### config.mk
export PLATFORM = sky130hd
export DESIGN_NAME = uart_tx_sched
export DESIGN_NICKNAME = d
export VERILOG_FILES = /design/src/rtl/uart_tx_sched.sv
export SDC_FILE = /design/constraint.sdc
export NUM_CORES = 1
export LEC_CHECK = 0
export CORE_ASPECT_RATIO = 2
export CORE_UTILIZATION = 53
export CTS_CLUSTER_DIAMETER = 80
export DETAILED_ROUTE_END_ITERATION = 16
export PLACE_DENSITY = 0.8
export SLEW_MARGIN = 20
export SYNTH_ARGS = -nofsm -noshare
export SYNTH_HDL_FRONTEND = slang
export SYNTH_SLANG_ARGS = --single-unit
### constraint.sdc
create_clock -name clk -period 3.4 [get_ports clk]
set_input_delay 0.34 -clock clk [delete_from_list [all_inputs] [get_ports clk]]
set_output_delay 0.34 -clock clk [all_outputs]
set_load 0.1 [all_outputs]
### src/rtl/uart_tx_sched.sv
// uart_tx_sched: round-robin arbiter for two requesters feeding a shared word FIFO
// that schedules one word at a time into a 4-byte UART transmitter.
module uart_tx_sched #(
  parameter int DEPTH = 4
) (
  input  logic                     clk,
  input  logic                     rstn,
  input  logic                     req0_valid_i,
  input  logic [31:0]              req0_data_i,
  output logic                     req0_ready_o,
  input  logic                     req1_valid_i,
  input  logic [31:0]              req1_data_i,
  output logic                     req1_ready_o,
  output logic [31:0]              tx_sdata_o,
  output logic                     tx_start_o,
  input  logic                     tx_done_i,
  output logic [$clog2(DEPTH):0]   fifo_count_o,
  output logic                     idle_o
);
  localparam int AW = $clog2(DEPTH);
  typedef enum logic [1:0] {IDLE, START, WAIT_DONE, GAP} state_e;
  state_e        state_q;
  logic [31:0]   mem_q [DEPTH];
  logic [AW-1:0] head_q, tail_q;
  logic [AW:0]   count_q, count_d;
  logic [31:0]   tx_sdata_q;
  logic          prio_q, first_q, tx_start_q, full, push, pop;
  // fullness uses the registered count only, so a same-cycle pop never frees a slot
  assign full         = count_q == (AW+1)'(DEPTH);
  assign req0_ready_o = rstn && !full && req0_valid_i && !(req1_valid_i && prio_q);
  assign req1_ready_o = rstn && !full && req1_valid_i && !(req0_valid_i && !prio_q);
  assign push         = req0_ready_o || req1_ready_o;
  assign pop          = state_q == IDLE && count_q != '0;
  assign count_d      = count_q + (AW+1)'(push) - (AW+1)'(pop);
  assign tx_sdata_o   = tx_sdata_q;
  assign tx_start_o   = tx_start_q;
  assign fifo_count_o = count_q;
  assign idle_o       = state_q == IDLE && count_q == '0;
  always_ff @(posedge clk) begin
    if (!rstn) begin
      state_q    <= IDLE;
      head_q     <= '0;
      tail_q     <= '0;
      count_q    <= '0;
      prio_q     <= 1'b0;
      first_q    <= 1'b0;
      tx_start_q <= 1'b0;
      tx_sdata_q <= '0;
    end else begin
      count_q    <= count_d;
      tx_start_q <= pop;
      first_q    <= state_q == START;
      if (push) begin
        mem_q[tail_q] <= req0_ready_o ? req0_data_i : req1_data_i;
        tail_q        <= tail_q + AW'(1);
        prio_q        <= req0_ready_o;
      end
      // the head leaves the FIFO on the edge entering START so data and pulse align
      if (pop) begin
        tx_sdata_q <= mem_q[head_q];
        head_q     <= head_q + AW'(1);
      end
      case (state_q)
        IDLE:      if (pop) state_q <= START;
        START:     state_q <= WAIT_DONE;
        WAIT_DONE: if (!first_q && tx_done_i) state_q <= GAP;
        default:   state_q <= IDLE;
      endcase
    end
  end
endmodule

==> results by stage, run 1 <==
Floorplan:
- Pin placement for this block handled roughly 110 I/O pins.
- The floorplan step set the die width to 81.6 um.
- In this run the core area contains 57 standard-cell rows.
- The die is around 160 um tall.
- The effective utilization at floorplan is 54.7%.
- The placeable core area is around 0.012 mm^2.
- The area enclosed by the die boundary is between 0.01 and 0.015 mm^2.

Pwr:
- The clock network fraction of total power is 23.1%.
- The internal power of the cells totals 4.76 mW.
- Net switching is about two fifths of the power.
- Combinational cells account for around two fifths of the total power.
- The worst supply voltage drop on vdd is 0.000655 V.
- Sequential cells burn 37.5% of the power.
- The reported net switching power is approximately 3.2 mW.
- The power per unit of standard cell area is between 900 and 1000 mW/mm^2.
- The total power is around 8 mW.
- The static leakage is 2.89 nW.

Finish:
- Compared with the post-synthesis result, the final layout area differs by 25.9%.
- The antenna diode count is 0.
- The post-route netlist has about a quarter of its cells at a drive strength greater than 1.
- Once layout is done, the placed cells without fillers occupy around 0.0084 mm^2.
- The net count reported at finish is approximately 540.

Clock network:
- The maximum buffer depth of the clock tree is 2.
- The clock-pin slew on the worst setup and hold paths is 0.07 ns.
- The clock tree synthesis step divided the H-tree into 4 levels.
- After clock tree synthesis, the repair step resized 0 gates.
- The worst-skew pair later-pin latency is 0.42 ns.
- The hold buffer count at CTS is 0.
- The library cell used as clock root buffer is sky130_fd_sc_hd__clkbuf_16.
- The clock net in this run drives a total of approximately 170 sinks.
- The CTS tree is done.
- TritonCTS created 17 clock buffers.
- The number of buffers inserted to repair setup after CTS is 0.

Place:
- The area of placed instances is 0.00788 mm^2.
- Timing analysis after detailed placement gives a worst setup slack of between 0.6 and 0.7 ns.
- Summed over all nets, the half-perimeter wirelength after detailed placement is approximately 7500 um.
- The last weighted congestion value of the routability-driven placer is around 0.7.
- The total of buffers placed on input and output ports is around 110.

Critical path:
- The maximum fanout along the worst path is 7.
- The type of element launching the critical path is a flop.
- The endpoint arrival time on the critical path is between 2 and 3 ns.
- At the worst endpoint, the required time is between 3 and 4 ns.
- The worst setup path is captured at a flop.
- The category of the most critical setup path is flop to flop.

STA:
- The final number of hold-violating endpoints is 0.
- Setup repair after global routing left no endpoint under its margin.
- The final count of pins violating max slew was 0.
- For the final routed database, the setup TNS stands at 0 ns.
- The worst path uses about three quarters of the clock period.
- The routed design could run at a clock period as short as about 2.6 ns.
- Measured against its own limit, the worst slew margin works out to around 28%.
- The top achievable clock speed is just under 400 MHz.
- For the pin with the worst max-slew slack, the measured transition is 1.07 ns.
- Across the routed clock network, the largest skew measured is ~0.012 ns.
- The worst hold slack is ~0.48 ns.
- Setup violations remaining at the end of the flow were counted as 0.
- Once routing completed, OpenROAD measured the worst setup slack at 0.797 ns.

Global route:
- Global routing used 22.5% of the available met1 tracks.
- The initial antenna violation count was 0.
- The maximum number of pins on one net before global-route repair is 35.
- The remaining global-route overflow is 0.
- The met2 global-route usage is between 30 and 40%.
- The first global-routing pass estimated between 15000 and 20000 um of wire.
- For this run, global-route usage on met3 was measured as slightly below 5%.
- The routing layer with the top usage in global route is met2.
- The via count of the first global-routing pass is roughly 3700.
- Across every metal layer, demand over resource in global routing totals around a fifth.

Yosys:
- After synthesis, the netlist uses 32 different library cells.
- The number of cells produced by synthesis is 350.
- Yosys printed 0 warnings.
- The sequential share of the synthesized area is between 70% and 80%.
- The synthesized netlist net count is between 400 and 500.
- The post-synthesis average cell area is roughly 19 um^2.
- The cell area after synthesis is between 0.006 and 0.007 mm^2.
- The post-synthesis sequential element count is between 150 and 200.

Outcome:
- The run finished with clean final reports.

Route:
- The number of design-rule violations left by the first detailed-router iteration is roughly 150.
- The post-detailed-route count of antenna-violating nets is 0.
- In the final routed layout, each cell accounts on average for 19.5 um.
- After detailed routing, the number of remaining DRC violations is 0.
- The average via count per standard cell is about 5.7.
- The total wirelength of the detailed-routed design is between 10000 and 15000 um.
- The final route contains ~3500 vias.
- Before antenna repair, the detailed router went through 4 iterations.

Job:
- Across the run, the number of max-cap violations was 0.

Worst hold path:
- The path class of the tightest hold or removal check is flop to flop.
==> path summary, 6_finish.rpt <==
| path | startpoint | to | slack (ns) | cells after the start |
|---|---|---|---|---|
| hold / removal | tx_sdata_o[20] | tx_sdata_o[20] | 0.48 | 1 |
| setup reg to reg | fifo_count_o[2] | fifo_count_o[2] | 0.80 | 11 |
| hold reg to reg | tx_sdata_o[20] | tx_sdata_o[20] | 0.48 | 1 |
| setup / recovery | fifo_count_o[2] | fifo_count_o[2] | 0.80 | 11 |
==> flip-flops by register name, indices dropped and copies added (netlist names) <==
| name | count |
|---|---|
| mem_q | 128 |
| tx_sdata_o | 32 |
| head_q | 2 |
| tail_q | 2 |
| state_q | 2 |
| first_q | 1 |
| tx_start_o | 1 |
| prio_q | 1 |
| fifo_count_o | 3 |
==> area by class of cell <==
| class | instances | area, um^2 |
|---|---|---|
| clock buffers | 18 | 439 |
| flip-flops and latches | 172 | 4730 |
| fillers | 806 | 3820 |
| inverters | 12 | 45.0 |
| repair buffers | 110 | 1110 |
| multi-input cells | 145 | 1810 |
| well taps | 147 | 184 |
| clock inverters | 14 | 134 |
==> cell families (layout without fill, tap and decap cells) <==
family,after synthesis,in the layout,share of synthesized area [%]
DFF,172,172,70.4
muxes,68,68,16.7
AOI/OAI and AO/OA,40,40,5.26
buffers and inverters,33,154,2.83
and+or+nand+nor,23,23,2.26
adders and majority gates,11,11,2.16
xor gates and xnor gates,3,3,0.392
==> critical path, stage by stage, from the launching register on <==
cell and delay, ns:
sky130_fd_sc_hd__dfxtp_1 0.47, sky130_fd_sc_hd__or3b_4 0.45, sky130_fd_sc_hd__o211a_1 0.22, sky130_fd_sc_hd__inv_1 0.08, sky130_fd_sc_hd__ha_1 0.22, sky130_fd_sc_hd__inv_1 0.06
sky130_fd_sc_hd__ha_1 0.12, sky130_fd_sc_hd__inv_1 0.05, sky130_fd_sc_hd__fa_1 0.38, sky130_fd_sc_hd__xnor2_1 0.15, sky130_fd_sc_hd__xnor2_1 0.14, sky130_fd_sc_hd__and2_1 0.16
==> layout by cell type, fill, tap and decap left out, types with 2 or more instances in the layout <==
| cell type | instances |
|---|---|
| sky130_fd_sc_hd__mux2i_1 | 4 |
| sky130_fd_sc_hd__dfxtp_1 | 42 |
| sky130_fd_sc_hd__clkdlybuf4s50_1 | 104 |
| sky130_fd_sc_hd__buf_4 | 4 |
| sky130_fd_sc_hd__clkinvlp_4 | 3 |
| sky130_fd_sc_hd__and2_2 | 5 |
| sky130_fd_sc_hd__inv_1 | 10 |
| sky130_fd_sc_hd__a22o_1 | 32 |
| sky130_fd_sc_hd__xnor2_1 | 3 |
| sky130_fd_sc_hd__mux2_2 | 31 |
| sky130_fd_sc_hd__dfxtp_2 | 2 |
| sky130_fd_sc_hd__inv_2 | 2 |
| sky130_fd_sc_hd__buf_12 | 2 |
| sky130_fd_sc_hd__inv_6 | 4 |
| sky130_fd_sc_hd__ha_1 | 10 |
| sky130_fd_sc_hd__edfxtp_1 | 128 |
| sky130_fd_sc_hd__a21oi_1 | 2 |
| sky130_fd_sc_hd__nand2_1 | 6 |
| sky130_fd_sc_hd__and2_1 | 5 |
| sky130_fd_sc_hd__clkbuf_16 | 17 |
| sky130_fd_sc_hd__clkinv_4 | 3 |
| sky130_fd_sc_hd__mux4_2 | 32 |
==> power by group through the flow <==
stage	clock network, mW	logic, mW	registers (mW)
6_report	1.84	3.13	2.98
5_1_grt	1.95	3.28	3.03
4_1_cts	1.87	3.17	2.99
3_5_place_dp	0	3.16	3.03
3_3_place_gp	0	3.10	3.01
2_1_floorplan	0	1.18	4.25
==> cells in the mapped netlist <==
master | instances | area share (%)
sky130_fd_sc_hd__and2_1 | 10 | 0.93
sky130_fd_sc_hd__ha_1 | 10 | 1.9
sky130_fd_sc_hd__mux4_2 | 32 | 11
sky130_fd_sc_hd__inv_1 | 10 | 0.56
sky130_fd_sc_hd__xnor2_1 | 3 | 0.39
sky130_fd_sc_hd__o211ai_1 | 1 | 0.11
sky130_fd_sc_hd__a22o_1 | 32 | 4.2
sky130_fd_sc_hd__dfxtp_1 | 44 | 13
sky130_fd_sc_hd__o21a_1 | 1 | 0.11
sky130_fd_sc_hd__mux2_1 | 1 | 0.17
sky130_fd_sc_hd__inv_2 | 2 | 0.11
sky130_fd_sc_hd__or3b_4 | 1 | 0.17
sky130_fd_sc_hd__nor3b_1 | 1 | 0.11
sky130_fd_sc_hd__o31ai_4 | 1 | 0.32
sky130_fd_sc_hd__nor2b_1 | 1 | 0.093
sky130_fd_sc_hd__nor4b_1 | 1 | 0.13
sky130_fd_sc_hd__nand3_1 | 1 | 0.074
sky130_fd_sc_hd__a21boi_0 | 1 | 0.11
sky130_fd_sc_hd__mux2i_1 | 4 | 0.60
sky130_fd_sc_hd__edfxtp_1 | 128 | 57
sky130_fd_sc_hd__clkbuf_1 | 6 | 0.34
sky130_fd_sc_hd__nand4_4 | 1 | 0.32
sky130_fd_sc_hd__buf_6 | 6 | 1.0
sky130_fd_sc_hd__a31o_1 | 1 | 0.13
sky130_fd_sc_hd__buf_4 | 4 | 0.45
sky130_fd_sc_hd__o211a_1 | 1 | 0.15
sky130_fd_sc_hd__buf_2 | 5 | 0.37
sky130_fd_sc_hd__nand2_1 | 6 | 0.34
sky130_fd_sc_hd__fa_1 | 1 | 0.30
sky130_fd_sc_hd__nand2b_1 | 1 | 0.093
sky130_fd_sc_hd__mux2_2 | 31 | 5.2
sky130_fd_sc_hd__a21oi_1 | 2 | 0.15
==> per-layer routing <==
layer  vias to the layer above  part of all wire (%)
met3                        17                   3.2
met2                        98                    58
li1                       1602                     -
met5                         -                     0
met4                         0                   2.2
met1                      1788                    36
==> stage by stage <==
step           utilization (%)  cells
2_1_floorplan                -    350
3_3_place_gp              64.2    586
3_5_place_dp              64.2    586
4_1_cts                   68.9    618
5_1_grt                   68.9    618
6_report                  68.9    618
Power figures use the tool's default switching activity.
==> run 2, diff against run 1 <==
- CORE_UTILIZATION: 53 -> 48
- PLACE_DENSITY: 0.8 -> 0.77
- clock period: 3.4 -> 2.1 ns (I/O delays scaled with it)
==> run 2 against run 1 <==
  * The run now ends with setup timing left
  * Design area is 3.6% higher
  * Critical path type unchanged
  * Non-clock buffer count increased by 26
  * Routed wire length is 6.5% higher
  * Die area rose by 10%
  * Utilization decreased by 4.1 points
==> results by stage, run 2 (synthesis gave the netlist of run 1 again) <==
Clock network:
- After clock tree synthesis, the setup repair step added 0 buffers.
- The worst-skew pair later-pin latency is between 0.4 and 0.5 ns.
- The longest clock path from root to sink contains 2 buffers.
- The CTS tree is done.
- The clock net sink count is about 170.
- In this run, CTS created clock tree buffers numbering 17.
- The hold buffer count at CTS is 0.
- The root buffer cell chosen for the clock tree is sky130_fd_sc_hd__clkbuf_16.
- The clock-pin slew on the worst setup and hold paths is 0.06 ns.
- The H-tree generated during clock tree synthesis spans 4 levels.

Route:
- The routed layout has ~3600 vias.
- The number of iterations in the first detailed-routing pass is 4.
- The first routing iteration left between 150 and 200 violations.
- The average wire per cell in the routed design is roughly 20 um.
- The DRC violation count after routing is 0.
- The average via count per standard cell is roughly 5.6.
- The detail route stage leaves a number of antenna-violating nets equal to 0.
- For this block, the routed nets add up to ~13000 um of wire.

STA:
- The count of final setup violators is 1.
- The setup slack after layout is -0.116 ns.
- Static timing analysis puts the maximum clock frequency at 451 MHz.
- Setup repair after global routing could not meet its margin everywhere.
- After layout, the worst path uses 106% of the clock period.
- The final number of hold-violating endpoints came to 0.
- The slew at the pin closest to its max-slew limit is around 0.42 ns.
- The worst clock skew is about 0.012 ns.
- The sum of negative setup slack is -0.116 ns.
- Counting I/O delays and the setup requirement, the final critical path takes ~2.2 ns.
- The final count of pins violating max slew came to 0.
- Hold is met by roughly 0.48 ns.
- The max-slew headroom at the worst pin is 72.3%.

Critical path:
- Along the worst path, the maximum fanout reaches 2.
- In this design, the stage delay of the slowest critical-path cell is around 0.4 ns.
- The category of the most critical setup path is flop to flop.
- The worst setup path is captured at a flop.
- The startpoint identified for the worst register-to-register timing path is fifo_count_o[1].
- The critical path required time is around 2.4 ns.
- The most frequent cell on the critical path is sky130_fd_sc_hd__inv_2.
- The type of element launching the critical path is a flop.
- Traced cell by cell, the critical path runs through or3b_4 > o211a_4 > inv_2 > ha_4 > inv_2 > ha_4 > inv_2 > fa_2 > xnor2_2 > xnor2_1 > and2_1.
- The kind of cell with the highest combined delay along the critical path is adder cells.
- The number of buffers and inverters on the critical path is 3.
- The timing startpoint of the critical path is fifo_count_o[1].
- The standard cell with the maximum stage delay on the critical path is sky130_fd_sc_hd__or3b_4.
- The endpoint arrival time on the critical path is ~2.5 ns.

Finish:
- Leaving out fill and tap cells, the most frequent cells in the layout are sky130_fd_sc_hd__edfxtp_1 (128), sky130_fd_sc_hd__clkdlybuf4s50_1 (68), sky130_fd_sc_hd__buf_4 (57).
- The register with the most flip-flops in the layout has ~130 of them.
- Compared with the post-synthesis result, the final layout area differs by 30.4%.
- The register with the highest flop count is mem_q.
- The filler cell count in the final layout is 942.
- The antenna diode count is 0.
- The post-route netlist has between 30% and 40% of its cells at a drive strength greater than 1.
- The final cell area excluding filler cells is between 0.008 and 0.009 mm^2.
- The non-filler instance count after layout is between 600 and 700.
- After the last flow step, the layout net total stands at approximately 560.
- The final cell utilization of the core is 64.8%.
- The commonest non-fill, non-tap cell in the layout is sky130_fd_sc_hd__edfxtp_1.

Global route:
- The remaining global-route overflow is 0.
- The first global-routing pass estimated approximately 20000 um of wire.
- The via count of the first global-routing pass was between 3000 and 4000.
- Entering global routing, the biggest net connects 34 pins.
- The initial antenna violation count is 0.
- Global routing consumed, over all layers together, about a fifth of the routing resources.

Floorplan:
- The region available for standard cell placement spans around 0.014 mm^2.
- The number of rows in the core area is 60.
- The die span in y is 169 um.
- The number of placed I/O pins is between 100 and 150.
- The area enclosed by the die boundary is 0.0145 mm^2.
- The die is approximately 86 um wide.
- For this configuration, the core starts out at a cell density of 49.7%.

Pwr:
- IR analysis of the VDD net gives a maximum drop of 0.00103 V.
- The completed layout was analyzed and its total power is between 10 and 15 mW.
- In this run the static leakage power is roughly 3.1 nW.
- The power per unit of standard cell area is 1530 mW/mm^2.

Job:
- The tool flagged a number of max-cap violations equal to 0.

Place:
- In this run, placement finished with an instance count of a little over 600.
- The total half-perimeter wirelength after legalization and detailed placement is about 8300 um.
- The placed instances occupy a cell area of ~0.0082 mm^2.
- Before CTS, the worst setup slack after placement is -0.187 ns.
- Buffers placed on the I/O ports in this run total about 110.
- At the end of routability-driven placement, the weighted congestion stood at roughly 0.75.

Outcome:
- The run finished, with violations left.
- The final reports fail on setup timing.

Worst hold path:
- In this run the most critical hold path is launched from tx_sdata_o[21].
- The tightest min-delay check is of the flop to flop type.
==> run 2: cell count changes in the layout (fill, tap and decap cells not counted), sizes merged <==
cell           previous run  this run
bufinv                    1         2
clkinvlp                  3         4
clkdlybuf4s50           104        68
clkbuf                   18        20
inv                      17        15
buf                       6        68
clkinv                    5         3
==> run 2: final cells by class <==
type / count / area (um^2) / share of cell area (%)
sequential: 172 / 4740 / 54.1
timing repair buffer: 136 / 1320 / 15.1
clock inverter: 12 / 140 / 1.60
tap: 155 / 194 / 2.22
clock buffer: 20 / 447 / 5.10
inverter: 12 / 45.0 / 0.515
multi-input combinational: 145 / 1870 / 21.3
==> run 2: final timing paths <==
path                      to  slack (ns)  depth (start not counted)
max          fifo_count_o[2]       -0.12                         11
min           tx_sdata_o[21]        0.48                          1
max reg2reg  fifo_count_o[2]       -0.12                         11
min reg2reg   tx_sdata_o[21]        0.48                          1
==> run 2: repair_timing <==
item                                    CTS  global route
pin swaps                                 0             0
resized for setup                         0             1
endpoints found under the setup margin    1             2
==> run 2: worst reg2reg max path: stages, from the launching register on <==
cell                      delay, ns
sky130_fd_sc_hd__dfxtp_4       0.35
sky130_fd_sc_hd__or3b_4        0.40
sky130_fd_sc_hd__o211a_4       0.16
sky130_fd_sc_hd__inv_2         0.06
sky130_fd_sc_hd__ha_4          0.19
sky130_fd_sc_hd__inv_2         0.06
sky130_fd_sc_hd__ha_4          0.11
sky130_fd_sc_hd__inv_2         0.03
sky130_fd_sc_hd__fa_2          0.35
sky130_fd_sc_hd__xnor2_2       0.15
sky130_fd_sc_hd__xnor2_1       0.12
sky130_fd_sc_hd__and2_1        0.14
==> run 2: power breakdown <==
part / switching [mW] / internal (mW)
clock network: 1.29 / 1.80
registers: 0.320 / 4.43
logic: 3.67 / 1.85
total: 5.28 / 8.08
==> run 2: per-layer routing <==
metal | GRT usage (%) | up-vias | part of all wire [%]
met5 | 0 | - | 0
met4 | 8.33 | 0 | 2.2
met3 | 4.62 | 21 | 3.5
met2 | 35.3 | 112 | 58
met1 | 20.3 | 1852 | 36
li1 | - | 1663 | -
==> run 3, diff against run 2 <==
- CORE_ASPECT_RATIO: 2 -> 1.4
- GPL_ROUTABILITY_DRIVEN: not set -> 1
- SKIP_LAST_GASP: not set -> 1
==> run 3 against run 2 <==
  * The flow still finishes with violations (setup timing)
  * Sequential power about the same
  * Register-to-register slack better by 0.02 ns
  * Non-clock buffer count up 2
  * Design area up 0.24%
  * Critical path depth unchanged
  * Count of clock-buffer cells in the layout down 1
  * First-iteration DRC count down 27%
  * Clock skew down 0.0025 ns
  * Critical endpoint unchanged
==> results by stage, run 3 (synthesis gave the netlist of run 1 again) <==
Worst hold path:
- The cell depth of the worst hold path is 1.
- The class of the most critical hold timing path is flop to flop.
- For hold timing, the worst endpoint is tx_sdata_o[17].
- The start point of the worst hold path is tx_sdata_o[17].

Pwr:
- The static leakage is between 3 and 4 nW.
- The reported net switching power is between 5 and 6 mW.
- The clock network fraction of total power is 22.8%.
- Sequential cells account for roughly 36% of the total power.
- The internal power of the cells totals between 8 and 9 mW.
- The total power is approximately 13 mW.
- The worst supply voltage drop on vdd is 0.000886 V.
- The switching fraction of total power is 39.9%.
- The power per unit of standard cell area is around 1500 mW/mm^2.
- Per report_power, the combinational group accounts for a little over two fifths of the total.

Finish:
- Cells with a size suffix above 1 make up around 38% of the layout.
- For this run, the post-layout net count is between 500 and 600.
- 0 antenna diodes ended up in the layout.
- The register with the most flip-flops in the layout has around 130 of them.
- The register with the highest flop count is mem_q.
- The library cell used most frequently in the layout, excluding fill and tap cells, is sky130_fd_sc_hd__edfxtp_1.
- The final cell utilization of the core is around 65%.
- In the layout the commonest cells are sky130_fd_sc_hd__edfxtp_1 (128), sky130_fd_sc_hd__clkdlybuf4s50_1 (68), sky130_fd_sc_hd__buf_4 (62).
- The sequential cell area is between 0.004 and 0.005 mm^2.
- The area growth from synthesis to layout is 30.7%.
- After filler insertion, the fill cell instance count of the layout stands at approximately 970.
- The multi-input logic area is about 0.0019 mm^2.

STA:
- Subtracting the final worst setup slack from the clock period gives ~2.2 ns.
- Setup repair after global routing could not meet its margin everywhere.
- The count of final setup violators is 1.
- The worst clock skew is approximately 0.0094 ns.
- The final count of pins violating max slew was 0.
- Hold is met by between 0.4 and 0.5 ns.
- The max-slew headroom at the worst pin is between 70 and 80%.
- Across all setup checks in the final design, the least slack found is -0.0985 ns.
- The top achievable clock speed is about 450 MHz.
- The final number of hold-violating endpoints is 0.
- At the pin with the least slew margin, the transition time is 0.403 ns.
- The worst path uses 105% of the clock period.

Clock network:
- The tree built by TritonCTS fans out to 172 sinks.
- In this run the deepest clock path goes through 2 buffers.
- The CTS tree is done.
- The worst-skew pair later-pin latency is roughly 0.41 ns.
- The clock-pin slew on the worst setup and hold paths is about 0.07 ns.
- The number of CTS-inserted buffers is 17.
- The maximum level of the CTS H-tree is 4.
- The library cell used as clock root buffer is sky130_fd_sc_hd__clkbuf_16.
- The hold buffer count at CTS is 0.

Critical path:
- STA puts the critical path data arrival time at approximately 2.5 ns.
- Along the worst path, the maximum fanout reaches 2.
- The standard cell with the maximum stage delay on the critical path is sky130_fd_sc_hd__or3b_4.
- The worst setup path is captured at a flop.
- The reg-to-reg critical path startpoint is fifo_count_o[0].
- The highest cell delay on the worst timing path is ~0.40 ns.
- The critical path goes through or3b_4 > o211a_4 > inv_2 > ha_4 > inv_4 > ha_4 > inv_2 > fa_2 > xnor2_2 > xnor2_1 > and2_1.
- The internal reg-to-reg setup slack is -0.1 ns.
- The category of the most critical setup path is flop to flop.
- The worst reg2reg path endpoint is fifo_count_o[2].
- Data on the critical path is required at its endpoint by between 2 and 2.5 ns.
- The worst setup path is launched from a flop.
- The worst register-to-register path has a depth of 11.

Job:
- Max-cap violations in this run came to 0.

Global route:
- The initial antenna violation count came to 0.
- The via count of the first global-routing pass was 4034.
- Global routing finished with a remaining overflow of 0.
- The wire length of the first global-routing pass is 20000 um.
- Entering global routing, the biggest net connects 24 pins.
- Global routing used a little under a fifth of the available tracks.

Outcome:
- The final reports fail on setup timing.
- The run finished, with violations left.

Floorplan:
- The die boundary width is 102 um.
- The core region is roughly 0.014 mm^2.
- Once the floorplan was initialized, standard cells occupied 49.7% of the core.
- The die span in y is between 100 and 150 um.
- The area enclosed by the die boundary is 0.0145 mm^2.
- The number of rows in the core area is 50.
- The number of placed I/O pins is roughly 110.

Route:
- The total wirelength of the detailed-routed design is approximately 13000 um.
- The DRC violation count after routing is 0.
- In the routed layout, each cell is associated on average with a via count of 5.41.
- In this run, the number of DRC markers left after iteration 0 of detailed routing was approximately 150.
- The average wire per cell in the routed design is about 19 um.
- The post-detailed-route count of antenna-violating nets is 0.
- For this run, the detailed router's first-pass iteration total came to 6.
- The total number of vias is approximately 3700.

Place:
- The total of buffers placed on input and output ports is between 100 and 150.
- The total half-perimeter wirelength after legalization and detailed placement is 8270 um.
- The congestion estimate from routability-driven global placement came to roughly 0.70.
[run 3: area by class of cell]
type / count / area share, %
timing repair buffer: 138 / 14.9
tap: 182 / 2.60
multi-input combinational: 145 / 21.3
inverter: 12 / 0.542
clock inverter: 13 / 1.50
sequential: 172 / 54.0
clock buffer: 19 / 5.18
[run 3: repair_timing]
action	in CTS	in global routing
pin swaps	0	5
endpoints found under the setup margin	1	1
setup buffers	0	1
cloned	0	0
resized for setup	0	1
[run 3: worst max-delay path: cells and delay by family, from the launching register on]
| kind | cells | cell delay (ns) |
|---|---|---|
| fa+ha+maj | 3 | 0.66 |
| flops | 1 | 0.34 |
| compound gates | 1 | 0.15 |
| buf+inv | 3 | 0.14 |
| simple gates | 2 | 0.53 |
| xor+xnor | 2 | 0.27 |
[run 3: metal layers]
metal,global-route usage [%],routed length [um],up-vias
met4,8.12,297,0
met1,19.5,4630,1902
met5,0,0,-
met3,4.68,456,23
li1,-,-,1664
met2,36.4,7470,96
[run 3: through the flow]
step | TNS [ns] | worst slack, ns | cells | cell area [um^2]
after floorplan | -0.578 | -0.399 | 350 | 6790
after global placement | -0.133 | -0.133 | 648 | 8180
after detailed placement | -0.186 | -0.186 | 648 | 8180
after CTS | -0.126 | -0.126 | 680 | 8760
after global routing | -0.195 | -0.195 | 681 | 8770
final | -0.0985 | -0.0985 | 681 | 8770
[run 3: power by group through the flow]
stage                     logic, mW  registers (mW)  clock network, mW
after CTS                      5.61            4.74               3.08
after global placement         5.48            4.77                  0
after global routing           5.83            4.80               3.22
after floorplan                2.02            6.91                  0
final                          5.55            4.73               3.04
after detailed placement       5.57            4.80                  0
[run 3: how the worst max path moves through the flow]
stage                                from         endpoint  slack [ns]  depth (start not counted)
after global placement       req0_valid_i  fifo_count_o[2]       -0.13                         11
final                     fifo_count_o[0]  fifo_count_o[2]        -0.1                         11
after detailed placement     req0_valid_i  fifo_count_o[2]       -0.19                         11
after CTS                 fifo_count_o[1]  fifo_count_o[2]       -0.13                         11
after global routing      fifo_count_o[0]  fifo_count_o[2]       -0.20                         11
after floorplan           fifo_count_o[2]  fifo_count_o[2]       -0.40                         11
